<file path="config.mk">
export PLATFORM = sky130hd
export DESIGN_NAME = tug_of_war_referee
export DESIGN_NICKNAME = d
export VERILOG_FILES = /design/src/rtl/tug_of_war_referee.sv
export SDC_FILE = /design/constraint.sdc
export NUM_CORES = 1
export LEC_CHECK = 0
export BUFFER_PORTS_ARGS = -buffer_cell sky130_fd_sc_hd__buf_2
export CAP_MARGIN = 30
export CELL_PAD_IN_SITES_DETAIL_PLACEMENT = 2
export CELL_PAD_IN_SITES_GLOBAL_PLACEMENT = 2
export CORE_UTILIZATION = 34
export CTS_CLUSTER_SIZE = 28
export DETAILED_ROUTE_END_ITERATION = 8
export GPL_TIMING_DRIVEN = 0
export PLACE_DENSITY = 0.82
export SLEW_MARGIN = 20
export SYNTH_ARGS = -nofsm -noshare
export SYNTH_HDL_FRONTEND = slang
export SYNTH_SLANG_ARGS = --single-unit
</file>
<file path="constraint.sdc">
create_clock -name clk -period 2.95 [get_ports clk]
set_clock_uncertainty 0.15 [all_clocks]
set_input_delay 0.59 -clock clk [delete_from_list [all_inputs] [get_ports clk]]
set_output_delay 0.59 -clock clk [all_outputs]
set_load 0.005 [all_outputs]
</file>
<file path="src/rtl/tug_of_war_referee.sv">
// Round/match controller for the two-player tug-of-war game.
// Moves a one-hot light along the playfield on filtered press pulses, scores
// round wins, holds a fixed lockout after each win and freezes at match end.
module tug_of_war_referee #(
  parameter int unsigned NUM_LEDS       = 9,
  parameter int unsigned LOCKOUT_CYCLES = 4,
  parameter int unsigned SCORE_MAX      = 7
) (
  input  logic                clk,
  input  logic                reset,
  input  logic [1:0]          press,
  output logic [NUM_LEDS-1:0] leds,
  output logic [2:0]          p1_score,
  output logic [2:0]          p2_score,
  output logic [1:0]          winner,
  output logic                round_active
);

  localparam int unsigned PosW = $clog2(NUM_LEDS);
  localparam int unsigned CntW = $clog2(LOCKOUT_CYCLES + 1);
  localparam logic [PosW-1:0]     Centre    = PosW'((NUM_LEDS - 1) / 2);
  localparam logic [PosW-1:0]     PosMax    = PosW'(NUM_LEDS - 1);
  localparam logic [NUM_LEDS-1:0] LedOne    = {{(NUM_LEDS - 1){1'b0}}, 1'b1};
  localparam logic [NUM_LEDS-1:0] LedCentre = LedOne << ((NUM_LEDS - 1) / 2);
  localparam logic [2:0]          ScoreTop  = 3'(SCORE_MAX);

  typedef enum logic [1:0] {StPlay, StWin, StDone} state_e;

  state_e              state_q, state_d;
  logic [PosW-1:0]     pos_q, pos_d;
  logic [NUM_LEDS-1:0] leds_q, leds_d;
  logic [2:0]          p1_q, p1_d, p2_q, p2_d;
  logic [1:0]          winner_q, winner_d;
  logic                active_q, active_d;
  logic [CntW-1:0]     cnt_q, cnt_d;
  logic                p1_win, p2_win, match_over;

  // Next-state and registered-output values for every state.
  always_comb begin
    state_d    = state_q;
    pos_d      = pos_q;
    leds_d     = leds_q;
    p1_d       = p1_q;
    p2_d       = p2_q;
    winner_d   = winner_q;
    active_d   = active_q;
    cnt_d      = cnt_q;
    p1_win     = 1'b0;
    p2_win     = 1'b0;
    match_over = 1'b0;
    case (state_q)
      StPlay: begin
        // Light stops at the edge; a further press from the edge wins the round.
        if (press == 2'b10) begin
          if (pos_q == PosMax) p1_win = 1'b1;
          else                 pos_d  = pos_q + PosW'(1);
        end else if (press == 2'b01) begin
          if (pos_q == '0) p2_win = 1'b1;
          else             pos_d  = pos_q - PosW'(1);
        end
        if (p1_win || p2_win) begin
          if (p1_win) begin
            p1_d       = (p1_q < ScoreTop) ? p1_q + 3'd1 : p1_q;
            winner_d   = 2'b10;
            match_over = (p1_d == ScoreTop);
          end else begin
            p2_d       = (p2_q < ScoreTop) ? p2_q + 3'd1 : p2_q;
            winner_d   = 2'b01;
            match_over = (p2_d == ScoreTop);
          end
          leds_d   = '0;
          active_d = 1'b0;
          cnt_d    = CntW'(LOCKOUT_CYCLES - 1);
          state_d  = match_over ? StDone : StWin;
        end else begin
          leds_d = LedOne << pos_d;
        end
      end
      StWin: begin
        // Lockout: presses ignored until the counter expires, then re-centre.
        if (cnt_q == '0) begin
          state_d  = StPlay;
          pos_d    = Centre;
          leds_d   = LedCentre;
          winner_d = 2'b00;
          active_d = 1'b1;
        end else begin
          cnt_d = cnt_q - CntW'(1);
        end
      end
      StDone: begin
        // Match frozen; only reset leaves this state.
      end
      default: state_d = StPlay;
    endcase
  end

  // State and output registers with synchronous reset.
  always_ff @(posedge clk) begin
    if (reset) begin
      state_q  <= StPlay;
      pos_q    <= Centre;
      leds_q   <= LedCentre;
      p1_q     <= '0;
      p2_q     <= '0;
      winner_q <= 2'b00;
      active_q <= 1'b1;
      cnt_q    <= '0;
    end else begin
      state_q  <= state_d;
      pos_q    <= pos_d;
      leds_q   <= leds_d;
      p1_q     <= p1_d;
      p2_q     <= p2_d;
      winner_q <= winner_d;
      active_q <= active_d;
      cnt_q    <= cnt_d;
    end
  end

  assign leds         = leds_q;
  assign p1_score     = p1_q;
  assign p2_score     = p2_q;
  assign winner       = winner_q;
  assign round_active = active_q;

endmodule

</file>
==> Flow_metrics.wiki, run 1 <==
{| class="wikitable"
! Metric !! Value
|-
| Status || complete, no violations
|-
| Cell types occupying the most area after synthesis || dfxtp_1, ha_1, a32o_1
|-
| R2r endpoint || leds[5]$_SDFFE_PP0P_
|-
| Detailed-route vias per instance || 5.59
|-
| Final critical delay including setup and external delays || 2.51 ns
|-
| Count of max-cap constraint violations || 0
|-
| # fillers || 475
|-
| Post-synth top area share || 0.360
|-
| Number of inserted diodes || 0
|-
| Initial core utilization || 0.365
|-
| Clock Root Buffer || clkbuf_8
|-
| Synthesized Nets || 172
|-
| Total of buffers placed on input and output ports || 21
|-
| Leak pwr || 0.000685 uW
|-
| Portion of total power attributed to combinational logic || 0.206
|-
| Worst ir drop on vdd || 0.000177 V
|-
| Critical Path Source Type || flip-flop
|-
| Non-Filler Cell Area, Final || 0.00172 sq mm
|-
| Net switching power || 243 uW
|-
| RSZ-0062 raised after global routing || false
|-
| Max_slew headroom || 0.526
|-
| Internal power || 547 uW
|-
| Max-slew violation total from the final report || 0
|-
| Average wire per standard cell || 17.6 um
|-
| Fraction of the yosys area taken by sequential cells || 0.360
|-
| Setup Buffers After CTS || 0
|-
| Power per standard cell area || 460 mW/mm^2
|-
| Synth warnings || 0
|-
| Synthesis-to-finish area growth || 14.4%
|-
| Clock Power Share || 0.288
|-
| Antenna violations before repair || 0
|-
| Count of H-tree levels built during CTS || 1
|-
| Vertical die dimension || 68.4 um
|-
| Path type of the worst min-delay path || reg2reg
|-
| CP Max Fanout || 6
|-
| FF+latch count, synth || 27
|-
| Remaining DRCs || 0
|-
| Number of hold-repair buffers added at the cts stage || 0
|-
| Last weighted congestion value of the routability-driven placer || 0.747
|-
| Cell accounting for the most synthesized area || dfxtp_1
|-
| Switching Fraction || 0.307
|-
| Worst stage delay on the critical path || 0.45 ns
|-
| Post_cts resized || 0
|-
| Post-DP HPWL || 3220 um
|-
| Start of the worst register-to-register path || pos_q[0]$_SDFFE_PP0P_
|-
| Required time reported for the critical path endpoint || 2.99 ns
|-
| Boundary Pins || 22
|-
| Via count of the first global-routing pass || 1372
|-
| Grt ovf || 0
|-
| Number of synthesized flops with an enable pin || 0
|-
| Worst EP arrival || 2.55 ns
|-
| Cells along the critical path || inv_1, ha_1, nand2b_1, o22ai_1, xnor2_1, a21oi_1, a32o_1
|-
| Least-Margin Pin Slew || 0.707 ns
|-
| Distinct cells, synth || 48
|-
| Average cell area after synthesis || 9.26 sq um
|-
| DIE WIDTH || 68.4 um
|-
| Fraction of registers with async set or reset after synthesis || 0
|-
| Worst-case clock buffer depth || 2
|-
| Total die area || 0.00468 sq mm
|-
| Worst r2r path cells || 7
|-
| Layout cell share with drive strength beyond 1 || 0.214
|-
| Count of final setup violators || 0
|-
| Slack of the worst reg-to-reg path || 0.44 ns
|-
| Net count reported at finish || 198
|-
| Worst-path clk slew || 0.10 ns
|-
| Clock Sinks || 27
|-
| Placed Instance Area || 0.00167 sq mm
|-
| Post-route ant nets || 0
|-
| Clock insertion delay at the later pin of the skew report || 0.29 ns
|-
| DRT Wirelength || 4180 um
|-
| Post-route clock period utilization || 0.849
|-
| Upper clock frequency limit || 0.399 GHz
|-
| Setup Total Neg Slack || 0 ns
|-
| Critical path startpoint || pos_q[0]$_SDFFE_PP0P_
|-
| Iteration count of the initial detailed-routing pass || 3
|-
| Stages on the worst setup path || 7
|-
| Combined area of all synthesized cells || 0.00150 sq mm
|-
| 1st-iter DRT viols || 33
|-
| Worst path slowest cell || xnor2_1
|-
| TritonCTS clock tree || built
|-
| Gate count after technology mapping || 162
|-
| Core Footprint || 0.00412 sq mm
|-
| Critical Path End || leds[5]$_SDFFE_PP0P_
|-
| First-pass GRT wire length || 6820 um
|-
| Number of buffers created by CTS || 3
|-
| Largest net degree at the start of global routing || 17
|-
| Power Total || 790 uW
|-
| Kind of cell adding the most delay to the critical path || compound AO/OA/AOI/OAI gates
|-
| Count of final hold-check violations || 0
|-
| Fraction of power consumed by sequential logic || 0.506
|-
| Classification of the worst setup path || reg2reg
|-
| Tot GR Track Use || 0.198
|-
| Total buffers and inverters traversed by the critical path || 1
|-
| Most used flip-flop cell after synthesis || dfxtp_1
|-
| Setup crit end kind || flip-flop
|-
| Count of vias placed by the detailed router || 1326
|-
| HP Start || leds[3]$_SDFFE_PP0P_
|-
| Row Count || 23
|}
layout make-up:
type	count	area, sq um	share of cell area
repair buffers	21	105	0.0612
inverters	7	26.3	0.0153
multi-input cells	123	897	0.523
clock inverters	1	7.51	0.00437
clock buffers	3	41.3	0.0241
well taps	50	62.6	0.0364
flip-flops and latches	27	541	0.315
plain buffers	5	36.3	0.0211
power groups by stage:
stage	sequential, uW	clock (uW)	combinational, uW
final	400	228	162
after global routing	403	247	180
after CTS	400	232	163
after detailed placement	409	0	162
after global placement	407	0	154
after floorplan	405	0	113
through the flow:
step           instances  hold slack (ns)  worst slack (ns)   util
2_1_floorplan        162            0.293             0.807      -
3_3_place_gp         233            0.297             0.491  0.405
3_5_place_dp         233            0.304             0.458  0.405
4_1_cts              237            0.328             0.445  0.417
5_1_grt              237            0.343             0.241  0.417
6_report             237            0.323             0.444  0.417
metal layers:
layer,global-route usage,wire length (um),up-vias
li1,-,-,653
met1,0.262,2070,656
met2,0.326,1980,12
met3,0.0300,79,5
met4,0.0625,53,0
met5,0,0,-
cell usage after synthesis, drive strengths merged (4+ instances only):
master / number
nand2: 12
o21ai: 4
a21oi: 9
dfxtp: 27
nand2b: 4
inv: 7
a22oi: 4
nor2: 13
nor2b: 4
a32o: 7
clkbuf: 4
nor3: 7
a211oi: 4
ha: 6
placed cells by master (no fill, tap or decap), types with 2 or more instances in the layout:
master and instances:
a211oi_1 4, a21boi_0 2, a21o_1 2, a21oi_1 9
a22oi_1 4, a311oi_1 3, a32o_1 7, a32oi_1 3
and3_1 2, buf_2 21, clkbuf_1 3, clkbuf_8 4
dfxtp_1 27, ha_1 6, inv_1 7, mux2i_1 2
nand2_1 12, nand2b_1 4, nand4_1 2, nor2_1 13
nor2b_1 4, nor3_1 7, nor3b_1 3, nor4_4 2
o21ai_0 4, o22ai_1 2, xnor2_1 3, xor2_1 3
worst min-delay path by stage:
stage,end,cells past startpoint,slack [ns]
6_report,leds[3]$_SDFFE_PP0P_,1,0.32
5_1_grt,leds[3]$_SDFFE_PP0P_,1,0.34
4_1_cts,leds[3]$_SDFFE_PP0P_,1,0.33
3_5_place_dp,leds[0]$_SDFFE_PP0P_,1,0.30
3_3_place_gp,leds[6]$_SDFFE_PP0P_,1,0.30
2_1_floorplan,cnt_q[0]$_SDFFE_PP0P_,1,0.29
cells by family after synthesis:
family          after synthesis  share of synthesized area
fa+ha+maj                     6                     0.0500
simple gates                 60                      0.249
mux                           2                     0.0133
flops                        27                      0.360
buf+inv                      12                     0.0417
xor+xnor                      6                     0.0350
compound gates               49                      0.250
registers in the layout, indices dropped and copies added (netlist names):
name and count:
leds 9, pos_q 4, cnt_q 3, p1_score 3
p2_score 3, state_q 2, winner 2, round_active 1
No activity file was read; power rests on OpenSTA's default activity.
==> run 2: changes to the inputs <==
==> constraint.sdc (replaced) <==
create_clock -name clk -period 2.6 [get_ports clk]
set_clock_uncertainty 0.15 [all_clocks]
set_input_delay 0.52 -clock clk [delete_from_list [all_inputs] [get_ports clk]]
set_output_delay 0.52 -clock clk [all_outputs]
set_load 0.005 [all_outputs]
==> Flow_metrics.wiki, run 2 (same netlist as run 1, synthesis figures left out) <==
{| class="wikitable"
! Metric !! Value
|-
| Iteration count of the initial detailed-routing pass || 4
|-
| Row Count || 23
|-
| Least-Margin Pin Slew || 0.704 ns
|-
| Total die area || 0.00468 sq mm
|-
| Post-route ant nets || 0
|-
| Non-Filler Cell Area, Final || 0.00173 sq mm
|-
| Number of inserted diodes || 0
|-
| Remaining DRCs || 0
|-
| Portion of total power attributed to combinational logic || 0.209
|-
| Post-DP HPWL || 3220 um
|-
| Vertical die dimension || 68.4 um
|-
| Average wire per standard cell || 17.8 um
|-
| Internal power || 624 uW
|-
| Number of flip-flops in the largest register || 9
|-
| Status || complete, no violations
|-
| Number of buffers created by CTS || 3
|-
| Leak pwr || 0.000694 uW
|-
| Switching Fraction || 0.308
|-
| Via count of the first global-routing pass || 1372
|-
| Count of final hold-check violations || 0
|-
| Worst ir drop on vdd || 0.000201 V
|-
| Synthesis-to-finish area growth || 15.3%
|-
| Worst r2r path cells || 7
|-
| First-pass GRT wire length || 6820 um
|-
| # fillers || 472
|-
| Most common cell after layout, fill and taps aside || dfxtp_1
|-
| Initial core utilization || 0.365
|-
| Core Footprint || 0.00412 sq mm
|-
| Net switching power || 277 uW
|-
| Classification of the worst setup path || reg2reg
|-
| CP Max Fanout || 6
|-
| Slack of the worst reg-to-reg path || 0.18 ns
|-
| Critical Path Source Type || flip-flop
|-
| 1st-iter DRT viols || 37
|-
| Max_slew headroom || 0.528
|-
| R2r endpoint || leds[8]$_SDFFE_PP0P_
|-
| Setup Total Neg Slack || 0 ns
|-
| TritonCTS clock tree || built
|-
| Count of max-cap constraint violations || 0
|-
| Fraction of power consumed by sequential logic || 0.504
|-
| DRT Wirelength || 4210 um
|-
| Count of final setup violators || 0
|-
| Start of the worst register-to-register path || pos_q[0]$_SDFFE_PP0P_
|-
| Power Total || 901 uW
|-
| Post-route clock period utilization || 0.932
|-
| Worst EP arrival || 2.51 ns
|-
| Detailed-route vias per instance || 5.62
|-
| Worst-path clk slew || 0.10 ns
|-
| Count of vias placed by the detailed router || 1333
|-
| Endpoint with the worst hold slack || leds[3]$_SDFFE_PP0P_
|-
| Path type of the worst min-delay path || reg2reg
|-
| Tot GR Track Use || 0.198
|-
| Power per standard cell area || 521 mW/mm^2
|-
| Clock insertion delay at the later pin of the skew report || 0.28 ns
|-
| Total of buffers placed on input and output ports || 21
|-
| Post-layout worst setup margin || 0.177 ns
|-
| Top library cells by usage in the layout, fill and taps aside || dfxtp_1, buf_2, nor2_1
|-
| RSZ-0062 raised after global routing || false
|-
| Grt ovf || 0
|-
| Final critical delay including setup and external delays || 2.42 ns
|-
| Clock Sinks || 27
|-
| Required time reported for the critical path endpoint || 2.68 ns
|-
| Worst setup timing slack at the placement stage || 0.150 ns
|-
| Setup crit end kind || flip-flop
|-
| Cell count of the worst hold path || 1
|-
| Upper clock frequency limit || 0.413 GHz
|-
| Worst-case clock buffer depth || 2
|-
| Last weighted congestion value of the routability-driven placer || 0.747
|-
| Antenna violations before repair || 0
|-
| Clock Root Buffer || clkbuf_8
|-
| Layout cell share with drive strength beyond 1 || 0.225
|-
| Count of H-tree levels built during CTS || 1
|-
| HP Start || leds[3]$_SDFFE_PP0P_
|-
| Clock Power Share || 0.287
|-
| Number of hold-repair buffers added at the cts stage || 0
|-
| Largest net degree at the start of global routing || 17
|-
| Final standard cell utilization of the core || 0.420
|-
| DIE WIDTH || 68.4 um
|-
| Max-slew violation total from the final report || 0
|-
| Placed Instance Area || 0.00167 sq mm
|-
| Boundary Pins || 22
|-
| Net count reported at finish || 198
|}
[run 2: changes by cell type in the layout (fill, tap and decap cells not counted)]
cell / previous run / this run
nor3b_2: 0 / 1
xnor2_1: 3 / 2
nor3b_1: 3 / 2
xnor2_2: 0 / 1
[run 2: metrics by stage]
step / cells / hold WS [ns]
after floorplan: 162 / 0.293
after global placement: 233 / 0.297
after detailed placement: 233 / 0.304
after CTS: 237 / 0.328
after global routing: 237 / 0.343
final: 237 / 0.324
[run 2: routing by layer]
layer  vias to the layer above  part of all wire  global-route usage  routed length [um]
met5                         -                 0                   0                   0
met4                         0             0.013              0.0625                  53
met3                         5             0.019              0.0300                  79
met2                        12              0.46               0.326                1960
met1                       662              0.50               0.262                2120
li1                        654                 -                   -                   -
[run 2: power by group through the flow]
stage / Sequential, uW / Combinational, uW / Clock [uW]
after floorplan: 460 / 129 / 0
after global placement: 461 / 174 / 0
after detailed placement: 464 / 183 / 0
after CTS: 454 / 185 / 264
after global routing: 457 / 209 / 281
final: 454 / 188 / 259
[run 2: worst max-delay path by stage]
stage                           from                endpoint  slack [ns]  depth (start not counted)
2_1_floorplan  pos_q[0]$_SDFFE_PP0P_    leds[0]$_SDFFE_PP0P_        0.46                          7
3_3_place_gp                press[1]  winner[0]$_SDFFE_PP0P_        0.21                          6
3_5_place_dp   pos_q[0]$_SDFFE_PP0P_    leds[5]$_SDFFE_PP0P_        0.15                          7
4_1_cts        pos_q[0]$_SDFFE_PP0P_    leds[5]$_SDFFE_PP0P_        0.09                          7
5_1_grt        pos_q[0]$_SDFFE_PP0P_  winner[1]$_SDFFE_PP0P_        0.03                          7
6_report       pos_q[0]$_SDFFE_PP0P_    leds[8]$_SDFFE_PP0P_        0.18                          7
[run 2: layout make-up]
class | instances | area, sq um | share of cell area
multi-input cells | 123 | 910 | 0.526
plain buffers | 5 | 36.3 | 0.0210
well taps | 50 | 62.6 | 0.0362
inverters | 7 | 26.3 | 0.0152
flip-flops and latches | 27 | 541 | 0.313
clock inverters | 1 | 7.51 | 0.00434
repair buffers | 21 | 105 | 0.0608
clock buffers | 3 | 41.3 | 0.0239
[run 2: worst max-delay path, stage by stage (launching register included)]
cell     delay [ns]
dfxtp_1        0.38
inv_1          0.16
ha_1           0.29
or3b_4         0.44
a21o_1         0.21
o21a_4         0.22
nor4_4         0.32
a32o_1         0.20
[run 2: what timing repair did]
item / CTS / global route
setup endpoints to repair: 0 / 5
buffers inserted: 0 / 0
resized for setup: 0 / 2
